**src/rtl/mmcm_lock_supervisor.sv**
```systemverilog
// mmcm_lock_supervisor
// Sits between an MMCM/PLL and the logic it clocks. It pulses the MMCM
// reset, synchronises and qualifies LOCKED, retries a bounded number of
// times on lock timeout, then releases the downstream channel resets one
// by one. Any loss of lock re-runs the whole sequence.
// Optional feature macro: MMCM_SUP_LOSS_CNT_EN adds the loss_cnt port and
// its 16-bit saturating lock-loss counter.
module mmcm_lock_supervisor #(
   parameter int NUM_CH        = 4,
   parameter int SYNC_STAGES   = 2,
   parameter int RST_CYCLES    = 8,
   parameter int LOCK_TIMEOUT  = 65536,
   parameter int STABLE_CYCLES = 1024,
   parameter int RELEASE_GAP   = 16,
   parameter int MAX_RETRIES   = 4
) (
   input  logic                                clk_in,
   input  logic                                reset,
   input  logic                                mmcm_locked,
   input  logic                                force_relock,
   output logic                                mmcm_rst,
   output logic [NUM_CH-1:0]                   ch_reset,
   output logic                                locked,
   output logic                                fault,
   output logic [$clog2(MAX_RETRIES+1)-1:0]    retry_cnt
`ifdef MMCM_SUP_LOSS_CNT_EN
   ,
   output logic [15:0]                         loss_cnt
`endif
);

   localparam int RW     = $clog2(MAX_RETRIES + 1);
   localparam int TMAX_A = (RST_CYCLES > LOCK_TIMEOUT) ? RST_CYCLES : LOCK_TIMEOUT;
   localparam int TMAX_B = (STABLE_CYCLES > RELEASE_GAP) ? STABLE_CYCLES : RELEASE_GAP;
   localparam int TMAX   = (TMAX_A > TMAX_B) ? TMAX_A : TMAX_B;
   localparam int TW     = (TMAX > 1) ? $clog2(TMAX) : 1;

   localparam logic [TW-1:0] RST_LAST    = TW'(RST_CYCLES - 1);
   localparam logic [TW-1:0] TMO_LAST    = TW'(LOCK_TIMEOUT - 1);
   localparam logic [TW-1:0] STABLE_LAST = TW'(STABLE_CYCLES - 1);
   localparam logic [TW-1:0] GAP_LAST    = TW'(RELEASE_GAP - 1);
   localparam logic [RW-1:0] RETRY_MAX   = RW'(MAX_RETRIES);

   localparam logic [2:0] ST_RST_PULSE = 3'd0;
   localparam logic [2:0] ST_WAIT_LOCK = 3'd1;
   localparam logic [2:0] ST_STABLE    = 3'd2;
   localparam logic [2:0] ST_RELEASE   = 3'd3;
   localparam logic [2:0] ST_RUN       = 3'd4;
   localparam logic [2:0] ST_FAULT     = 3'd5;

   logic [SYNC_STAGES-1:0] r_sync;
   logic [2:0]             r_state;
   logic [TW-1:0]          r_timer;
   logic                   r_mmcmRst;
   logic [NUM_CH-1:0]      r_chReset;
   logic                   r_locked;
   logic                   r_fault;
   logic [RW-1:0]          r_retry;
`ifdef MMCM_SUP_LOSS_CNT_EN
   logic [15:0]            r_lossCnt;
`endif

   logic                   w_lockS;
   logic [RW-1:0]          w_retryNext;
   logic [NUM_CH-1:0]      w_chShift;
   logic                   w_lastRelease;

   // Channels are released lowest index first by shifting zeros in from
   // bit 0; the release that empties the vector is the final one.
   assign w_lockS       = r_sync[SYNC_STAGES-1];
   assign w_retryNext   = r_retry + 1'b1;
   assign w_chShift     = r_chReset << 1;
   assign w_lastRelease = (w_chShift == '0);

   // Bring the asynchronous LOCKED into the clk_in domain.
   always_ff @(posedge clk_in) begin
      if (reset) begin
         r_sync <= '0;
      end else begin
         r_sync <= {r_sync[SYNC_STAGES-2:0], mmcm_locked};
      end
   end

   // Supervisor sequence: pulse, wait for lock, qualify, release, run.
   always_ff @(posedge clk_in) begin
      if (reset) begin
         r_state   <= ST_RST_PULSE;
         r_timer   <= '0;
         r_mmcmRst <= 1'b1;
         r_chReset <= '1;
         r_locked  <= 1'b0;
         r_fault   <= 1'b0;
         r_retry   <= '0;
`ifdef MMCM_SUP_LOSS_CNT_EN
         r_lossCnt <= '0;
`endif
      end else if (force_relock && (r_state != ST_RST_PULSE)) begin
         r_state   <= ST_RST_PULSE;
         r_timer   <= '0;
         r_mmcmRst <= 1'b1;
         r_chReset <= '1;
         r_locked  <= 1'b0;
         r_fault   <= 1'b0;
         r_retry   <= '0;
      end else begin
         case (r_state)
            ST_RST_PULSE: begin
               r_mmcmRst <= 1'b1;
               if (r_timer == RST_LAST) begin
                  r_state   <= ST_WAIT_LOCK;
                  r_timer   <= '0;
                  r_mmcmRst <= 1'b0;
               end else begin
                  r_timer <= r_timer + 1'b1;
               end
            end
            ST_WAIT_LOCK: begin
               if (w_lockS) begin
                  r_state <= ST_STABLE;
                  r_timer <= '0;
               end else if (r_timer == TMO_LAST) begin
                  r_retry   <= w_retryNext;
                  r_timer   <= '0;
                  r_mmcmRst <= 1'b1;
                  if (w_retryNext == RETRY_MAX) begin
                     r_state <= ST_FAULT;
                     r_fault <= 1'b1;
                  end else begin
                     r_state <= ST_RST_PULSE;
                  end
               end else begin
                  r_timer <= r_timer + 1'b1;
               end
            end
            ST_STABLE: begin
               if (!w_lockS) begin
                  r_state <= ST_WAIT_LOCK;
                  r_timer <= '0;
               end else if (r_timer == STABLE_LAST) begin
                  r_chReset <= w_chShift;
                  r_timer   <= '0;
                  if (w_lastRelease) begin
                     r_state  <= ST_RUN;
                     r_locked <= 1'b1;
                     r_retry  <= '0;
                  end else begin
                     r_state <= ST_RELEASE;
                  end
               end else begin
                  r_timer <= r_timer + 1'b1;
               end
            end
            ST_RELEASE: begin
               if (!w_lockS) begin
                  r_state   <= ST_RST_PULSE;
                  r_timer   <= '0;
                  r_mmcmRst <= 1'b1;
                  r_chReset <= '1;
               end else if (r_timer == GAP_LAST) begin
                  r_chReset <= w_chShift;
                  r_timer   <= '0;
                  if (w_lastRelease) begin
                     r_state  <= ST_RUN;
                     r_locked <= 1'b1;
                     r_retry  <= '0;
                  end
               end else begin
                  r_timer <= r_timer + 1'b1;
               end
            end
            ST_RUN: begin
               if (!w_lockS) begin
                  r_state   <= ST_RST_PULSE;
                  r_timer   <= '0;
                  r_mmcmRst <= 1'b1;
                  r_chReset <= '1;
                  r_locked  <= 1'b0;
`ifdef MMCM_SUP_LOSS_CNT_EN
                  if (r_lossCnt != 16'hFFFF) begin
                     r_lossCnt <= r_lossCnt + 16'd1;
                  end
`endif
               end
            end
            ST_FAULT: begin
               r_mmcmRst <= 1'b1;
               r_chReset <= '1;
               r_fault   <= 1'b1;
            end
            default: begin
               r_state   <= ST_RST_PULSE;
               r_timer   <= '0;
               r_mmcmRst <= 1'b1;
               r_chReset <= '1;
               r_locked  <= 1'b0;
               r_fault   <= 1'b0;
            end
         endcase
      end
   end

   assign mmcm_rst  = r_mmcmRst;
   assign ch_reset  = r_chReset;
   assign locked    = r_locked;
   assign fault     = r_fault;
   assign retry_cnt = r_retry;
`ifdef MMCM_SUP_LOSS_CNT_EN
   assign loss_cnt  = r_lossCnt;
`endif

endmodule
```
**config.mk**
```make
export PLATFORM = sky130hd
export DESIGN_NAME = mmcm_lock_supervisor
export DESIGN_NICKNAME = d
export VERILOG_FILES = /design/src/rtl/mmcm_lock_supervisor.sv
export SDC_FILE = /design/constraint.sdc
export NUM_CORES = 1
export LEC_CHECK = 0
export BUFFER_PORTS_ARGS = -buffer_cell sky130_fd_sc_hd__buf_2
export CAP_MARGIN = 20
export CELL_PAD_IN_SITES_DETAIL_PLACEMENT = 1
export CELL_PAD_IN_SITES_GLOBAL_PLACEMENT = 2
export CORE_UTILIZATION = 33
export CTS_BUF_LIST = sky130_fd_sc_hd__clkbuf_4
export CTS_CLUSTER_DIAMETER = 100
export DETAILED_ROUTE_END_ITERATION = 16
export HOLD_SLACK_MARGIN = 0.06
export PLACE_DENSITY_LB_ADDON = 0.1
export SETUP_SLACK_MARGIN = 0.2
export SYNTH_ARGS = -nofsm -noshare
export SYNTH_HDL_FRONTEND = slang
export SYNTH_SLANG_ARGS = --single-unit
```
**constraint.sdc**
```tcl
create_clock -name clk_in -period 2.3 [get_ports clk_in]
set_input_delay 0.115 -clock clk_in [delete_from_list [all_inputs] [get_ports clk_in]]
set_output_delay 0.115 -clock clk_in [all_outputs]
set_load 0.05 [all_outputs]
```
# Word-level counts from Yosys, hierarchy flattened
# Index checks and enable logic that the tools add are counted.
dict set report word_totals {
  output_inout_bits 10
  regBits 31
  inputBits 4
  word_cells 107
}
dict set report op_classes {
  eq_ne 24
  n_mux 51
  n_bitwise 5
  add_sub_neg 2
  n_reduce_logical 17
}
# cell n
set op_table {}
lappend op_table {{$mux 16} 8}
lappend op_table {{$pmux 16 s6} 1}
lappend op_table {{$mux 3} 18}
lappend op_table {{$mux 4} 5}
lappend op_table {{$ne 2x2->1 const B} 10}
lappend op_table {{$pmux 3 s6} 1}
lappend op_table {{$add 16x1->16 const B} 1}
lappend op_table {{$eq 16x10->1 const B} 1}
lappend op_table {{$eq 16x16->1 const B} 1}
lappend op_table {{$eq 16x3->1 const B} 1}
lappend op_table {{$eq 16x4->1 const B} 1}
lappend op_table {{$pmux 4 s4} 1}
lappend op_table {{$reduce_and 7->1} 2}
lappend op_table {{$mux 1} 13}
lappend op_table {{$ne 3x3->1 const B} 4}
lappend op_table {{$eq 3x3->1 const B} 3}
lappend op_table {{$pmux 3 s3} 1}
lappend op_table {{$pmux 1 s4} 2}
lappend op_table {{$reduce_and 4->1} 2}
lappend op_table {{$eq 3x2->1 const B} 2}
lappend op_table {{$reduce_and 6->1} 1}
lappend op_table {{$reduce_bool 3->1} 2}
lappend op_table {{$reduce_or 2->1} 3}
lappend op_table {{$not 1->1} 5}
lappend op_table {{other kinds (10)} 10}

# Depth between registers and ports, before layout
dict set report logic_depth {
  ltp_word 6
  depth_mapped 8
}

# Least setup slack after synthesis
# No wires, ideal clock.
dict set report synth_path {
  kind {reg2reg}
  startpoint {reg r_timer[0]}
  endpoint {reg r_state[2]}
  arrival_ns 2.311
  setup_slack_ns -0.107
  synth_period_minus_slack_ns 2.407
  setup_time_ns 0.096
  stages_incl_launch_ff 8
  path_cell_list {dfxtp_1 -> ha_1 -> nand3_1 -> nor4_1 -> nor2b_1 -> or4_4 -> or3_4 -> o41ai_2}
}
dict set report synth_between {
  elab_chain_len 3
  elab_cells_between_ends 9
}
# element line_no
set synth_lines {}
lappend synth_lines {{from (decl)} 53} ;# logic [TW-1:0] r_timer;
lappend synth_lines {{from (signal assigned)} 114} ;# r_timer <= r_timer + 1'b1;
lappend synth_lines {{from (signal assigned)} 132} ;# r_timer <= r_timer + 1'b1;
lappend synth_lines {{from (signal assigned)} 150} ;# r_timer <= r_timer + 1'b1;
lappend synth_lines {{$eq 16x4->1, or another cell as far along} 159} ;# end else if (r_timer == GAP_LAST) begin
lappend synth_lines {{$ne 3x3->1 (no source line) / $ne 2x2->1 (equally long branches)} -}
lappend synth_lines {{$reduce_and 7->1 (no source line) (*)} -}
lappend synth_lines {{to (signal assigned)} 155} ;# r_state <= ST_RST_PULSE;
lappend synth_lines {{to (signal assigned)} 163} ;# r_state <= ST_RUN;
lappend synth_lines {{to (signal assigned)} 173} ;# r_state <= ST_RST_PULSE;
lappend synth_lines {{to (decl)} 52} ;# logic [2:0] r_state;
# Every way passes the cells marked *; elsewhere a longest branch is shown, timed or not.
# A chain may end at the register's enable or synchronous reset.

# Worst setup path in the final report
dict set report layout_path {
  startpoint {reg r_timer[7]}
  endpoint {reg r_state[2]}
}
# The elaborated chain is that of the path after synthesis.

==> flow_summary.yaml <==
global_route:
  grt_overflow: 0
  track_usage_pct: 22.5
  use_met3_pct: 5.56
  grt_busiest_layer: "met2"
  grt_pass1_wl_mm: 9.21
  gr-usage-met1_pct: 24.6
  antenna_found_initial: 0
  grt_pass1_vias: 1976
  grt_util_met2_pct: 40.1
  grt_max_degree: 14
route:
  ant_nets: 0
  dr.first_iter.drc_count: 74
  dr.pass1.iters: 4
  avgRoutedWirePerCell_um: 17.0
  wl_mm: 5.71
  viasPerCell: 5.49
  vias: 1838
  drt_drc_violations_left: 0
pwr:
  p_leak_nw: 0.981
  powerDensity_mw_per_mm2: 506
  peakVddDrop_v: 0.000214
clocking:
  clk_pin_slew_ns: 0.09
  clk_path_buf_depth: 2
  cts_sinks: 31
  cts_buffers: 5
  tritoncts: "yes"
  htree_levels: 2
  cts_root_buf: "clkbuf_4"
  clk_latency_ns: 0.33
setup_path:
  arrival_ns: 2.59
  crit_top_cell: "or4_4"
  cp-start-kind: "register"
  crit_type: "register to register"
  cp.required_ns: 2.54
  critical_path.max_stage_delay_ns: 0.56
  worst_setup_path_end_kind: "register"
  cp_num_cells: 6
  path_cells: "or4_4, nor3_4, a31oi_2, or4_4, or3_4, o41ai_2"
  critPathMaxFanout: 3
  ff2ff_path_depth: 6
  cp_num_buf_inv: 0
  slowest_stage: "or4_4"
  critical_path.top_delay_family: "simple AND/OR/NAND/NOR gates"
timing:
  setup_ws_ns: -0.0485
  clock_skew_ns: 0.00693
  hold_viol: 0
  period_share_pct: 102
  min_period_ns: 2.35
  setup_viol: 2
  rsz0062_at_grt: "true"
  worst_pin_slew_ns: 0.587
  max_freq_ghz: 0.426
  final_max_slew_viol_count: 0
  hold_slack_ns: 0.230
  relSlewSlack_pct: 60.5
logic_synthesis:
  synthDistinctLibCells: 48
  yosysSeqAreaShare_pct: 36.2
  synth_nets: 221
  synth.cell_area_mm2: 0.00171
  synthFlopType: "dfxtp_1"
  synth.avg_cell_area_um2: 8.01
  netlist_instances: 214
  async_flop_share_pct: 0
  synth-edff-count: 0
  ys_seq_elements: 31
  yosys_warnings: 0
run:
  cap_violations: 0
final_layout:
  drive_gt1_share_pct: 35.4
  final_nets: 275
  final.fill_count: 599
  regArea_um2: 626
  n_antenna_cell: 0
  final_cells: 335
  multiInputGateArea_mm2: 0.00122
  area_growth_pct: 41.3
floorplanning:
  initial_utilization_pct: 35.4
  die_x_um: 74.1
  pin_count: 14
  core_area_mm2: 0.00485
  die_area_mm2: 0.00549
  rows: 25
  chipHeight_um: 74.1
placement:
  routabilityCongestion: 0.827
  place_hpwl_mm: 4.19
  place_ws_ns: -0.0753
  placed_cells: 317
  io_buffers: 13
run_status:
  violations: "setup timing"
  status: "complete, but fails checks"
worst_hold_path:
  hold_depth: 3
  hold_class: "primary input to register"
==> sequential cells by signal, indices dropped and copies added (netlist names) <==
signal     count
ch_reset       4
fault          1
locked         1
mmcm_rst       1
r_state        3
r_sync         2
r_timer       16
retry_cnt      3
==> layer usage <==
layer,part of all wire (%),wire [um]
met1,41,2330
met2,52,2960
met3,3.0,169
met4,4.2,239
met5,0,0
==> cells in the mapped netlist (2+ instances only) <==
| cell type | number | area (um^2) |
|---|---|---|
| dfxtp_1 | 31 | 621 |
| nand2_1 | 24 | 90.1 |
| nor2_1 | 22 | 82.6 |
| clkbuf_1 | 11 | 41.3 |
| o21ai_0 | 11 | 55.1 |
| nand4_1 | 9 | 56.3 |
| nor2b_1 | 9 | 56.3 |
| a21oi_1 | 8 | 40.0 |
| nand3_1 | 8 | 40.0 |
| nor3_1 | 6 | 30.0 |
| inv_1 | 5 | 18.8 |
| nor4_1 | 5 | 31.3 |
| xor2_1 | 5 | 43.8 |
| a31oi_1 | 4 | 25.0 |
| and3_1 | 4 | 25.0 |
| mux2i_1 | 4 | 40.0 |
| ha_1 | 3 | 37.5 |
| nand2b_1 | 3 | 18.8 |
| or4_1 | 3 | 22.5 |
| xnor2_1 | 3 | 26.3 |
| a211oi_1 | 2 | 15.0 |
| and4_1 | 2 | 17.5 |
| nor3b_1 | 2 | 15.0 |
| nor4b_1 | 2 | 17.5 |
| o22ai_1 | 2 | 12.5 |
| o311ai_0 | 2 | 17.5 |
| or3_1 | 2 | 12.5 |
| or4_4 | 2 | 22.5 |
==> final cells by class <==
class,instances,area share [%]
sequential,31,25.8
inverter,5,0.775
timing repair buffer,58,17.5
tap,67,3.46
clock buffer,5,1.55
multi-input combinational,167,50.6
clock inverter,2,0.362
==> logic make-up (layout without fill, tap and decap cells) <==
family	after synthesis	in the layout	synth area share (%)
buf+inv	16	70	3.50
xor+xnor	8	8	4.09
simple gates	109	109	34.7
compound gates	43	43	16.9
mux	4	4	2.34
fa+ha+maj	3	3	2.19
flops	31	31	36.2
==> repair_timing <==
action,in CTS,in global routing
setup buffers,6,3
hold endpoints to repair,2,0
setup endpoints to repair,22,26
hold buffers,2,0
gates resized for setup,18,16
pin swaps,7,9
==> power breakdown <==
part / switching (mW) / leakage, nW / total (mW) / internal [mW]
Sequential: 0.0308 / 0.253 / 0.590 / 0.559
Clock: 0.183 / 0.0285 / 0.291 / 0.108
Combinational: 0.180 / 0.699 / 0.345 / 0.165
Total: 0.394 / 0.981 / 1.23 / 0.832
==> final timing paths <==
| kind | startpoint | to | slack (ns) |
|---|---|---|---|
| min reg2reg | r_sync[0]$_SDFF_PP0_ | r_sync[1]$_SDFF_PP0_ | 0.47 |
| min | force_relock | retry_cnt[2]$_SDFFE_PP0P_ | 0.23 |
| max | r_timer[7]$_SDFFE_PP0P_ | r_state[2]$_SDFFE_PP0P_ | -0.05 |
| max reg2reg | r_timer[7]$_SDFFE_PP0P_ | r_state[2]$_SDFFE_PP0P_ | -0.05 |
==> layout by cell type (no fill, tap or decap), types with 2 or more instances in the layout <==
master	count
nand2b_1	3
nor3b_1	2
buf_4	39
dlygate4sd3_1	2
and3_1	4
clkbuf_4	5
nor4_4	2
o22ai_1	2
nor4_1	3
nor3_1	4
xor2_1	5
mux2i_1	4
inv_1	5
or3_4	2
nor3_4	2
nand2_1	23
xnor2_1	3
nor2b_1	8
nor2_1	21
or4_4	4
nand4_1	9
ha_1	2
dfxtp_2	4
dfxtp_1	27
o311ai_0	2
nand3_1	7
buf_2	13
a31oi_2	2
buf_6	4
and4_1	2
a21oi_1	7
o21ai_0	9
==> tightest hold or removal path, cell delays in order <==
cell and delay [ns]:
buf_2 0.09, a21o_1 0.22, o31ai_4 0.09
==> metrics by stage <==
stage	power [mW]	instance area [um^2]	TNS, ns	utilization (%)
floorplan	0.771	1750	0	-
global placement	0.860	2110	0	43.4
detailed placement	0.874	2110	-0.300	43.4
CTS	1.21	2290	-0.170	47.3
global route	1.29	2420	-0.895	50.0
finish	1.23	2420	-0.0507	50.0
Power figures use the tool's default switching activity.
